<file path="src/rtl/uart_pkg.sv">
// Shared UART definitions: receiver FSM state encoding and the oversampling
// ratio agreed with baud_gen.
package uart_pkg;

  typedef enum logic [2:0] {
    IDLE,
    START,
    DATA,
    PARITY,
    STOP,
    WAIT_IDLE
  } uart_rx_state_t;

  localparam int UART_OVERSAMPLE = 16;

endpackage

</file>
<file path="src/rtl/uart_sync2.sv">
// Two-flop synchroniser for an asynchronous input that idles high.
// Reset loads ones so that no false edge appears when reset is released.
module uart_sync2 (
  input  logic clk,
  input  logic rst,
  input  logic d_i,
  output logic q_o
);

  logic meta_q;
  logic sync_q;

  always_ff @(posedge clk or negedge rst) begin
    if (!rst) begin
      meta_q <= 1'b1;
      sync_q <= 1'b1;
    end else begin
      meta_q <= d_i;
      sync_q <= meta_q;
    end
  end

  assign q_o = sync_q;

endmodule

</file>
<file path="src/rtl/uart_rx.sv">
// UART receiver: oversampled start-bit qualification, centre sampling of
// data/parity/stop, one-cycle valid pulse with frame and parity error flags.
module uart_rx
  import uart_pkg::*;
#(
  parameter int DATA_BITS  = 8,
  parameter int PARITY_EN  = 0,
  parameter int PARITY_ODD = 0,
  parameter int OVERSAMPLE = UART_OVERSAMPLE
) (
  input  logic                 clk,
  input  logic                 rst,
  input  logic                 baud_tick_rx,
  input  logic                 rx,
  output logic [DATA_BITS-1:0] rx_data,
  output logic                 rx_valid,
  output logic                 frame_err,
  output logic                 parity_err,
  output logic                 rx_busy
);

  localparam int TW = $clog2(OVERSAMPLE);
  localparam int BW = $clog2(DATA_BITS);
  localparam logic [TW-1:0] HALF_M1  = TW'(OVERSAMPLE / 2 - 1);
  localparam logic [TW-1:0] FULL_M1  = TW'(OVERSAMPLE - 1);
  localparam logic [BW-1:0] LAST_BIT = BW'(DATA_BITS - 1);
  localparam logic          PAR_EN   = (PARITY_EN != 0);
  localparam logic          PAR_ODD  = (PARITY_ODD != 0);

  logic rx_s;

  uart_sync2 u_sync (
    .clk (clk),
    .rst (rst),
    .d_i (rx),
    .q_o (rx_s)
  );

  uart_rx_state_t       state_q,  state_d;
  logic [TW-1:0]        tick_q,   tick_d;
  logic [BW-1:0]        bit_q,    bit_d;
  logic [DATA_BITS-1:0] shreg_q,  shreg_d;
  logic                 perr_q,   perr_d;
  logic [DATA_BITS-1:0] data_q,   data_d;
  logic                 ferr_q,   ferr_d;
  logic                 parerr_q, parerr_d;
  logic                 valid_q,  valid_d;

  logic centre;
  assign centre = baud_tick_rx && (tick_q == FULL_M1);

  always_comb begin
    state_d  = state_q;
    tick_d   = tick_q;
    bit_d    = bit_q;
    shreg_d  = shreg_q;
    perr_d   = perr_q;
    data_d   = data_q;
    ferr_d   = ferr_q;
    parerr_d = parerr_q;
    valid_d  = 1'b0;

    if (baud_tick_rx && (state_q == DATA || state_q == PARITY || state_q == STOP)) begin
      tick_d = centre ? '0 : tick_q + 1'b1;
    end

    case (state_q)
      IDLE: begin
        if (!rx_s) begin
          state_d = START;
          tick_d  = '0;
        end
      end
      START: begin
        // Re-check the line half a bit in so a short glitch is not taken as a frame.
        if (baud_tick_rx) begin
          if (tick_q == HALF_M1) begin
            tick_d = '0;
            if (!rx_s) begin
              state_d = DATA;
              bit_d   = '0;
            end else begin
              state_d = IDLE;
            end
          end else begin
            tick_d = tick_q + 1'b1;
          end
        end
      end
      DATA: begin
        if (centre) begin
          shreg_d = {rx_s, shreg_q[DATA_BITS-1:1]};
          if (bit_q == LAST_BIT) begin
            state_d = PAR_EN ? PARITY : STOP;
          end else begin
            bit_d = bit_q + 1'b1;
          end
        end
      end
      PARITY: begin
        if (centre) begin
          perr_d  = ((^shreg_q) ^ rx_s) != PAR_ODD;
          state_d = STOP;
        end
      end
      STOP: begin
        if (centre) begin
          data_d   = shreg_q;
          ferr_d   = ~rx_s;
          parerr_d = PAR_EN & perr_q;
          valid_d  = 1'b1;
          state_d  = rx_s ? IDLE : WAIT_IDLE;
        end
      end
      WAIT_IDLE: begin
        // A held-low line (break) must return high before a new start is looked for.
        if (rx_s) begin
          state_d = IDLE;
        end
      end
      default: state_d = IDLE;
    endcase
  end

  always_ff @(posedge clk or negedge rst) begin
    if (!rst) begin
      state_q  <= IDLE;
      tick_q   <= '0;
      bit_q    <= '0;
      shreg_q  <= '0;
      perr_q   <= 1'b0;
      data_q   <= '0;
      ferr_q   <= 1'b0;
      parerr_q <= 1'b0;
      valid_q  <= 1'b0;
    end else begin
      state_q  <= state_d;
      tick_q   <= tick_d;
      bit_q    <= bit_d;
      shreg_q  <= shreg_d;
      perr_q   <= perr_d;
      data_q   <= data_d;
      ferr_q   <= ferr_d;
      parerr_q <= parerr_d;
      valid_q  <= valid_d;
    end
  end

  assign rx_data    = data_q;
  assign rx_valid   = valid_q;
  assign frame_err  = ferr_q;
  assign parity_err = parerr_q;
  assign rx_busy    = (state_q != IDLE);

endmodule

</file>
<file path="config.mk">
export PLATFORM = sky130hd
export DESIGN_NAME = uart_rx
export DESIGN_NICKNAME = d
export VERILOG_FILES = /design/src/rtl/uart_pkg.sv /design/src/rtl/uart_sync2.sv /design/src/rtl/uart_rx.sv
export SDC_FILE = /design/constraint.sdc
export NUM_CORES = 1
export LEC_CHECK = 0
export BUFFER_PORTS_ARGS = -buffer_cell sky130_fd_sc_hd__buf_4
export CORE_UTILIZATION = 64
export CTS_BUF_LIST = sky130_fd_sc_hd__clkbuf_4 sky130_fd_sc_hd__clkbuf_8
export DETAILED_ROUTE_END_ITERATION = 10
export HOLD_SLACK_MARGIN = 0.02
export PLACE_DENSITY = 0.86
export SLEW_MARGIN = 10
export SYNTH_ARGS = -nofsm -noshare
export SYNTH_HDL_FRONTEND = slang
export SYNTH_SLANG_ARGS = --single-unit
</file>
<file path="constraint.sdc">
create_clock -name clk -period 3.37 [get_ports clk]
set_input_delay 0.1685 -clock clk [delete_from_list [all_inputs] [get_ports clk]]
set_output_delay 0.1685 -clock clk [all_outputs]
set_load 0.02 [all_outputs]
</file>
; Word level (Yosys, flattened, before mapping)
; Cells that the tools add are included.
[totals]
reg_bits = 30
input_bits = 4
out_inout_bits = 12
word_cells = 66
[classes]
addsub = 2
eq_ne = 18
muxes = 25
bitwise_logic = 1
n_reduce_logical = 11
[op_table]
columns = operator, n
row1 = 3-bit 2-to-1 mux, 14
row2 = 4-bit 2-to-1 mux, 5
row3 = 3-bit one-hot mux with 6 select lines, 1
row4 = "2-bit inequality test, second input constant", 8
row5 = "3-bit == test, second input constant", 3
row6 = 4-bit one-hot mux with 2 select lines, 1
row7 = 8-bit AND reduction, 1
row8 = "3-bit by 2-bit == test with 1-bit output, second input constant", 2
row9 = 3-bit one-hot mux with 2 select lines, 1
row10 = 6-bit AND reduction, 1
row11 = "4-bit by 1-bit adder with 4-bit output, second input constant", 1
row12 = "4-bit by 3-bit == test with 1-bit output, second input constant", 1
row13 = "4-bit == test, second input constant", 1
row14 = "2-bit by 1-bit inequality test with 1-bit output, second input constant", 2
row15 = 2-bit AND reduction, 2
row16 = "3-bit by 1-bit adder with 3-bit output, second input constant", 1
row17 = "3-bit by 1-bit == test with 1-bit output, second input constant", 1
row18 = 3-bit logical NOT, 1
row19 = 3-bit nonzero test, 1
row20 = 1-bit logical AND, 2
row21 = 1-bit logical OR, 2
row22 = 1-bit 2-to-1 mux, 2
row23 = 2-bit 2-to-1 mux, 1
row24 = 2-bit nonzero test, 1
row25 = 1-bit NOT, 1

; Longest topological paths before layout
; Gate-level depths: netlist (run 1).
[logic_depth]
ltp_word = 7
ltp_mapped = 6
ltp_nobuf = 6

; By module
; From an unflattened synthesis (run 1), not the netlist that was laid out.
[unflattened]
cells_unflattened = 126
hier_area_um2 = 1495.2
[modules_own_cells]
columns = mod, n_inst, cells_per_inst, area_each_um2
row1 = uart_rx, 1, 124, 1442.6
row2 = uart_sync2, 1, 2, 52.6

; Least setup slack after synthesis (run 1)
; Ideal clock, no wire load.
[synth_path]
kind = register to register
from = register tick_q[0]
to = register bit_q[0]
arrival_ps = 1551
t_required_ps = 3245
setup_slack_ps = 1694
stages_incl_launch_ff = 6
path_buffers = 0
cell_sequence = dfrtp_1 > ha_1 > nand3b_1 > o32ai_4 > o311ai_4 > mux2_4
[synth_between]
elab_chain_cells = 4
elab_cells_between_ends = 6
[synth_lines]
columns = element, line_no
row1 = "start, declared", uart_rx.sv:40  ; logic [TW-1:0] tick_q, tick_d;
row2 = "start signal, assigned", uart_rx.sv:138  ; tick_q <= tick_d;
row3 = 4-bit == test, uart_rx.sv:50  ; assign centre = baud_tick_rx && (tick_q == FULL_M1);
row4 = 1-bit logical AND, uart_rx.sv:50
row5 = 2-bit inequality test (no line), n/a
row6 = 6-bit AND reduction (no line) *, n/a
row7 = "end signal, assigned", uart_rx.sv:139  ; bit_q <= bit_d;
row8 = "end, declared", uart_rx.sv:41  ; logic [BW-1:0] bit_q, bit_d;
; Mark *: on every way between the ends. The rest lies on a longest branch, timed or not.
; A chain may end at the register's enable or synchronous reset.

; Worst setup path after layout (run 1)
[layout_path]
from = register state_q[2]
to = register shreg_q[6]
[layout_between]
elab_chain_cells = 2
[layout_lines]
columns = element, line_no
row1 = "start, declared", uart_rx.sv:39  ; uart_rx_state_t state_q, state_d;
row2 = "start signal, assigned", uart_rx.sv:137  ; state_q <= state_d;
row3 = 3-bit by 2-bit == test with 1-bit output, uart_rx.sv:67  ; case (state_q)
row4 = 2-bit AND reduction (no line), n/a
row5 = "end signal, assigned", uart_rx.sv:140  ; shreg_q <= shreg_d;
row6 = "end, declared", uart_rx.sv:42  ; logic [DATA_BITS-1:0] shreg_q, shreg_d;
; No other way between the ends.

==> results of run 1 <==
## sequential cells by signal (all words and copies together), names as in the netlist
signal         count
u_sync.q_o         1
frame_err          1
u_sync.meta_q      1
shreg_q            8
state_q            3
bit_q              3
rx_valid           1
rx_data            8
tick_q             4
## cell families after synthesis
kind of cell / count (synthesis)
AND/OR/NAND/NOR: 32
flip-flops: 30
AO/OA/AOI/OAI: 26
multiplexers: 20
buffers and inverters: 14
adder cells (fa/ha/maj): 3
other: 1
XOR/XNOR: 1
## worst reg2reg max path, stage by stage (launching register included)
cell	delay [ns]
dfrtp_1	0.64
or3b_4	0.53
nor2_2	0.33
mux2_2	0.39
## routing by layer
metal  part of all wire, %  track usage [%]
met1                    43             30.4
met2                    48             37.6
met3                   6.1             7.27
met4                   2.1             12.5
met5                     0                0
## report_power, final
group	total, mW	switching, mW	internal [mW]
sequential	0.506	0.0955	0.411
combinational	0.385	0.197	0.188
clock	0.223	0.122	0.100
total	1.11	0.415	0.699
## per-stage QoR
| stage | cells | power, mW | hold WS [ns] | setup WS (ns) |
|---|---|---|---|---|
| floorplan | 127 | 0.823 | -0.127 | 1.69 |
| global placement | 161 | 0.874 | 0.109 | 1.46 |
| detailed placement | 161 | 0.893 | 0.111 | 1.38 |
| CTS | 171 | 1.12 | 0.191 | 1.38 |
| global route | 171 | 1.19 | 0.239 | 1.27 |
| finish | 171 | 1.11 | 0.215 | 1.40 |
## worst min path at each step
stage | cells past startpoint | slack (ns) | startpoint | to
after CTS | 3 | 0.19 | baud_tick_rx | tick_q[2]
after global routing | 3 | 0.24 | baud_tick_rx | tick_q[2]
after detailed placement | 1 | 0.11 | rst | state_q[2]
final | 3 | 0.22 | baud_tick_rx | tick_q[2]
after global placement | 1 | 0.11 | rst | state_q[0]
after floorplan | 0 | -0.13 | rst | bit_q[0]
## cells in the mapped netlist, types with 3 or more instances
cell / count
nand4_1: 3
dfrtp_1: 28
nor2_1: 5
ha_1: 3
mux2i_1: 3
mux2_2: 16
nand2_1: 7
buf_2: 5
inv_1: 6
a31oi_1: 4
o21ai_0: 4
## area by class of cell
type / instances / area [um2]
clock buffers: 6 / 51.3
well taps: 28 / 35.0
inverters: 6 / 22.5
flip-flops and latches: 30 / 753
multi-input cells: 83 / 691
fillers: 165 / 522
clock inverters: 2 / 12.5
repair buffers: 16 / 125
## timing repair
item | 4_1_cts | 5_1_grt
setup buffers | 0 | 0
hold buffers | 2 | 0
resized for setup | 0 | 0
hold endpoints to repair | 29 | 0
==> flow_metrics.tcl, run 1 <==
set metrics [dict create \
    status "finished clean" \
    critical_path_class "flip-flop to flip-flop" \
    cp.depth 3 \
    drt_iter0_markers 34 \
    synth_simple_gate_area_share_pct 12.1 \
    synth-edff-count 0 \
    post-route-util_pct 76.4 \
    fp.dieH_um 50.6 \
    final_cell_mix "dfrtp_1, mux2_2, buf_4" \
    synth_top_family_by_area "compound AO/OA/AOI/OAI gates" \
    synth-xor-area-share_pct 0.580 \
    crit_slowest_cell "dfrtp_1" \
    cellPowerDensity_mw_per_mm2 659 \
    hold_viol_final 0 \
    ys_seq_area_share_pct 49.9 \
    vdd_drop_max_uv 469 \
    routed-via-count 1010 \
    fp-row-count 17 \
    cp-startpoint "state_q[2]" \
    die_area_mm2 0.00256 \
    place_area_mm2 0.00161 \
    yosysTopAreaCellShare_pct 46.4 \
    cp_top_family "simple AND/OR/NAND/NOR gates" \
    vias_per_cell 5.91 \
    io_buffer_count 14 \
    final_common_cell "dfrtp_1" \
    area_growth_pct 11.9 \
    stdcell_area_mm2 0.00169 \
    synth.avg_cell_area_um2 11.9 \
    fin_skew_ns 0.0139 \
    synth-compound-area-share_pct 15.4 \
    reg2reg_slack_ns 1.40 \
    tns_ns 0 \
    rsz0062_at_grt "false" \
    drtAntennaViolNets 0 \
    yosys.area_share.adder_pct 2.49 \
    r2r_cells 3 \
    yosysWarningCount 0 \
    layout_min_cycle_time_ns 1.97 \
    drive_gt1_share_pct 33.6 \
    cp-end-kind "flip-flop" \
    period_share_pct 58.6 \
    htree_levels 2 \
    cap_violations 0 \
    clockBufferDepth 2 \
    yosysTopAreaCell "dfrtp_1" \
    crit_path_end "shreg_q[6]" \
    clock_latency_ns 0.33 \
    grt_remaining_overflow 0 \
    cts.clk_slew.worst_paths_ns 0.09 \
    max_clock_freq_ghz 0.506 \
    setup_viol 0 \
    wl_per_cell_um 14.6 \
    max_slew_margin_pct 54.3 \
    crit_path_start_kind "flip-flop" \
    synth-main-ff-cell "dfrtp_1" \
    final_max_slew_viol_count 0 \
    dp_hpwl_um 1770 \
    die_w_um 50.6 \
    hp-class "input pin to flip-flop" \
    cp_data_required_time_ns 3.59 \
    gp_congestion 0.808 \
    tightest_slew_ns 0.685 \
    leakagePower_nw 0.827 \
    grt_pass1_vias 984 \
    initial_core_util_pct 68.3 \
    wl_um 2500 \
    drc_errors 0 \
    grt_usage_pct 24.2 \
    first_pass_iters 4 \
    grt_max_degree 31 \
    ys_ff_latch 30 \
    cp_max_fo 20 \
    synthCells 127 \
    yosysUniqueCellTypes 44 \
    tritoncts "yes" \
    root_buffer "clkbuf_4" \
    grt_antenna_before_repair 0 \
    syn_area_mm2 0.00151 \
    reg2reg_from "state_q[2]" \
    core_area_mm2 0.00221 \
    synth.area.top_cells "dfrtp_1, mux2_2, dfstp_2" \
    diodes 0 \
    syn-num-nets 134 \
    arrival_ns 2.19 \
    grt_pass1_wl_um 4370 \
    cts_made_buffers 5 \
    path_cells "or3b_4 -> nor2_2 -> mux2_2" \
    crit_buf_inv 0 \
    critPathMaxStageDelay_ns 0.64 \
    reg2reg_to "shreg_q[6]" \
    io_pins 16 \
    async_flop_share_pct 100 \
    cts_sinks 30 \
    nets 149 \
    muxShareOfSynthArea_pct 14.9 \
]
(Power assumes the default switching activity.)
==> inputs of run 2 (changes only) <==
- CORE_UTILIZATION: 64 -> 60
- PLACE_DENSITY: 0.86 -> 0.81
- clock period: 3.37 -> 1.99 ns (I/O delays scaled with it)
==> flow_metrics.tcl, run 2 (same netlist as run 1, synthesis figures left out) <==
set metrics [dict create \
    status "finished clean" \
    die_area_mm2 0.00272 \
    cap_violations 0 \
    drc_errors 0 \
    crit_path_start_kind "flip-flop" \
    cts.clk_slew.worst_paths_ns 0.10 \
    layout_min_cycle_time_ns 1.83 \
    grt_remaining_overflow 0 \
    die_w_um 52.2 \
    hold_viol_final 0 \
    cp-startpoint "tick_q[0]" \
    pwr-share-seq_pct 37.9 \
    switching_share_pct 34.9 \
    crit_slowest_cell "dfrtp_1" \
    tritoncts "yes" \
    critPathMaxStageDelay_ns 0.41 \
    whs_endpoint "tick_q[2]" \
    period_share_pct 92.2 \
    p_comb_share_pct 38.0 \
    max_clock_freq_ghz 0.545 \
    final_max_slew_viol_count 0 \
    nets 154 \
    whs_path_depth 3 \
    grt_pass1_wl_um 4510 \
    clock_latency_ns 0.33 \
    area_growth_pct 15.6 \
    cellPowerDensity_mw_per_mm2 1180 \
    leakagePower_nw 0.862 \
    fin_skew_ns 0.0140 \
    clockBufferDepth 2 \
    p_switching_mw 0.718 \
    final_cell_mix "dfrtp_1, buf_4, mux2_2" \
    r2r_cells 5 \
    hp-class "input pin to flip-flop" \
    ctsResizeCount 0 \
    setup_viol 0 \
    grt_antenna_before_repair 0 \
    reg2reg_to "bit_q[0]" \
    tns_ns 0 \
    wl_um 2610 \
    cp_data_required_time_ns 2.21 \
    htree_levels 2 \
    dp_hpwl_um 1820 \
    drtAntennaViolNets 0 \
    grt_max_degree 31 \
    fp-row-count 17 \
    core_area_mm2 0.00230 \
    clkPwrFrac_pct 24.1 \
    wl_per_cell_um 14.9 \
    final_common_cell "dfrtp_1" \
    root_buffer "clkbuf_4" \
    cp-end-kind "flip-flop" \
    path_cells "ha_1 -> nand3b_1 -> o32ai_4 -> o311ai_4 -> mux2_4" \
    p_int_mw 1.34 \
    drive_gt1_share_pct 35.4 \
    arrival_ns 2.06 \
    fin_hold_ws_ns 0.124 \
    cts_made_buffers 5 \
    grt_pass1_vias 970 \
    crit_buf_inv 0 \
    fp.dieH_um 52.2 \
    critical_path_class "flip-flop to flip-flop" \
    vias_per_cell 6.06 \
    min_from "baud_tick_rx" \
    vdd_drop_max_uv 1030 \
    first_pass_iters 4 \
    cp_max_fo 8 \
    diodes 0 \
    io_buffer_count 14 \
    cts_sinks 30 \
    grt_usage_pct 23.7 \
    drt_iter0_markers 20 \
    io_pins 16 \
    cp_top_family "compound AO/OA/AOI/OAI gates" \
    cp.depth 5 \
    reg2reg_slack_ns 0.16 \
    gp_congestion 0.933 \
    initial_core_util_pct 65.7 \
    rsz0062_at_grt "false" \
    routed-via-count 1060 \
    reg2reg_from "tick_q[0]" \
]
-- run 2: layout make-up --
| type | instances | area, um2 |
|---|---|---|
| Fill cell | 162 | 552 |
| Clock buffer | 6 | 51.3 |
| Tap cell | 28 | 35.0 |
| Sequential cell | 30 | 753 |
| Inverter | 6 | 22.5 |
| Timing Repair Buffer | 21 | 163 |
| Multi-Input combinational cell | 83 | 691 |
| Clock inverter | 1 | 30.0 |
-- run 2: worst max path at each step --
stage	to	slack (ns)
2_1_floorplan	bit_q[0]	0.31
3_3_place_gp	bit_q[0]	0.22
3_5_place_dp	bit_q[0]	0.17
4_1_cts	bit_q[0]	0.17
5_1_grt	state_q[0]	0.03
6_report	bit_q[0]	0.16
-- run 2: power by group through the flow --
stage	registers, mW	clock network [mW]	logic (mW)
2_1_floorplan	0.754	0	0.640
3_3_place_gp	0.783	0	0.752
3_5_place_dp	0.791	0	0.774
4_1_cts	0.779	0.506	0.778
5_1_grt	0.795	0.535	0.874
6_report	0.781	0.496	0.782
-- run 2: layer usage --
| metal | vias to the layer above | global-route usage [%] | part of all wire (%) |
|---|---|---|---|
| met1 | 528 | 31.5 | 48 |
| met2 | 18 | 35.3 | 46 |
| met3 | 7 | 6.96 | 3.6 |
| li1 | 507 | - | - |
| met4 | 0 | 11.8 | 2.2 |
| met5 | - | 0 | 0 |
-- run 2: worst min-delay path, stage by stage --
cell and delay [ns]:
buf_4 0.13, a31oi_1 0.09, nor2_1 0.10
-- run 2: per-stage QoR --
step,worst slack (ns),std cells,util [%],total power [mW],cell area [um2]
after global placement,0.223,166,71.6,1.54,1640
after floorplan,0.314,127,-,1.39,1510
after CTS,0.171,175,76.0,2.06,1750
final,0.155,175,76.0,2.06,1750
after detailed placement,0.174,166,71.6,1.56,1640
after global routing,0.0338,175,76.0,2.20,1750
-- run 2: repair_timing --
item                      in CTS  in global routing
hold endpoints to repair      31                  0
hold buffers                   2                  0
buffers inserted               0                  0
==> inputs of run 3 (changes only) <==
- CAP_MARGIN: not set -> 40
- CORE_UTILIZATION: 60 -> 64
- PLACE_DENSITY: 0.81 -> 0.86
- clock period: 1.99 -> 2.4 ns (I/O delays scaled with it)
==> flow_metrics.tcl, run 3 (same netlist as run 1, synthesis figures left out) <==
set metrics [dict create \
    status "finished clean" \
    r2r_cells 4 \
    io_buffer_count 14 \
    root_buffer "clkbuf_4" \
    hold_viol_final 0 \
    layout_min_cycle_time_ns 1.92 \
    cellPowerDensity_mw_per_mm2 1040 \
    first_pass_iters 4 \
    whs_endpoint "tick_q[2]" \
    tritoncts "yes" \
    fp.dieH_um 50.6 \
    final_cell_mix "dfrtp_1, mux2_2, buf_4" \
    initial_core_util_pct 68.3 \
    crit_path_start_kind "flip-flop" \
    rsz0062_at_grt "false" \
    pre_cts_ws_ns 0.515 \
    multi_input_area_um2 691 \
    hp-class "input pin to flip-flop" \
    whs_path_depth 3 \
    cts_sinks 30 \
    grt_max_degree 31 \
    tns_ns 0 \
    fin_skew_ns 0.00770 \
    cp-end-kind "flip-flop" \
    ctsResizeCount 0 \
    drt_iter0_markers 22 \
    wl_per_cell_um 16.3 \
    grt_usage_pct 26.3 \
    die_area_mm2 0.00256 \
    p_total_mw 1.81 \
    cp_max_fo 8 \
    io_pins 16 \
    reg2reg_to "shreg_q[1]" \
    drc_errors 0 \
    final_max_slew_viol_count 0 \
    cts_made_buffers 5 \
    postCtsSetupRepairBufs 0 \
    final_common_cell "dfrtp_1" \
    seq_area_um2 753 \
    nFillCells 149 \
    vias_per_cell 6.03 \
    routed-via-count 1037 \
    period_share_pct 80.0 \
    cp_data_required_time_ns 2.62 \
    drtAntennaViolNets 0 \
    max_clock_freq_ghz 0.521 \
    leakagePower_nw 0.856 \
    reg2reg_slack_ns 0.48 \
    reg2reg_from "tick_q[0]" \
    min_from "baud_tick_rx" \
    grt_pass1_wl_um 4690 \
    clock_latency_ns 0.33 \
    setup_viol 0 \
    cts.clk_slew.worst_paths_ns 0.10 \
    wl_um 2810 \
    htree_levels 2 \
    grt_remaining_overflow 0 \
    clockBufferDepth 2 \
    drive_gt1_share_pct 34.0 \
    fp-row-count 17 \
    diodes 0 \
    post-route-util_pct 78.9 \
    vdd_drop_max_uv 1000 \
    tightest_slew_ns 0.499 \
    area_growth_pct 15.6 \
    cts-hold-fix-buffers 2 \
    die_w_um 50.6 \
    critical_path_class "flip-flop to flip-flop" \
    grt_pass1_vias 1040 \
    fin_ws_ns 0.480 \
    grt_antenna_before_repair 0 \
    core_area_mm2 0.00221 \
    gp_congestion 0.820 \
    nets 150 \
    cap_violations 0 \
    arrival_ns 2.14 \
    dp_hpwl_um 1810 \
    max_slew_margin_pct 66.6 \
]
-- run 3: cell types whose count changed in the layout (fill, tap and decap cells not counted) --
cell / delta
buf_4: -4
bufinv_16: +1
-- run 3: power breakdown --
part           leakage [nW]  switching (mW)  internal, mW  total (mW)
logic                 0.394           0.331         0.273       0.604
registers             0.404          0.0962         0.577       0.673
clock network        0.0585           0.176         0.353       0.529
-- run 3: final cells by class --
type | count | share of cell area [%]
well taps | 28 | 2.01
repair buffers | 17 | 7.60
clock inverters | 2 | 3.44
flip-flops and latches | 30 | 43.2
multi-input cells | 83 | 39.6
inverters | 6 | 1.29
clock buffers | 6 | 2.94
-- run 3: how the worst max path moves through the flow --
stage	startpoint	to	slack [ns]
global placement	state_q[0]	shreg_q[7]	0.55
CTS	tick_q[0]	shreg_q[1]	0.49
detailed placement	state_q[0]	shreg_q[6]	0.51
floorplan	tick_q[0]	bit_q[0]	0.72
global route	tick_q[0]	shreg_q[7]	0.32
finish	tick_q[0]	shreg_q[1]	0.48
-- run 3: routing by layer --
layer  vias to the layer above  routed length [um]  global-route usage, %
met2                        22                1410                   42.4
met4                         0                  46                   11.1
met3                         4                 109                   10.0
met5                         -                   0                      0
met1                       515                1240                   31.3
li1                        496                   -                      -
-- run 3: critical path: stages (launching register included) --
cell and delay [ns]:
dfrtp_1 0.40, ha_1 0.30, nand4_1 0.28, nor2_2 0.44
mux2_2 0.39
-- run 3: metrics by stage --
stage | area [um2] | hold slack [ns] | instances
floorplan | 1510 | -0.176 | 127
global placement | 1610 | 0.0578 | 162
detailed placement | 1610 | 0.0648 | 162
CTS | 1750 | 0.147 | 172
global route | 1750 | 0.178 | 172
finish | 1750 | 0.155 | 172
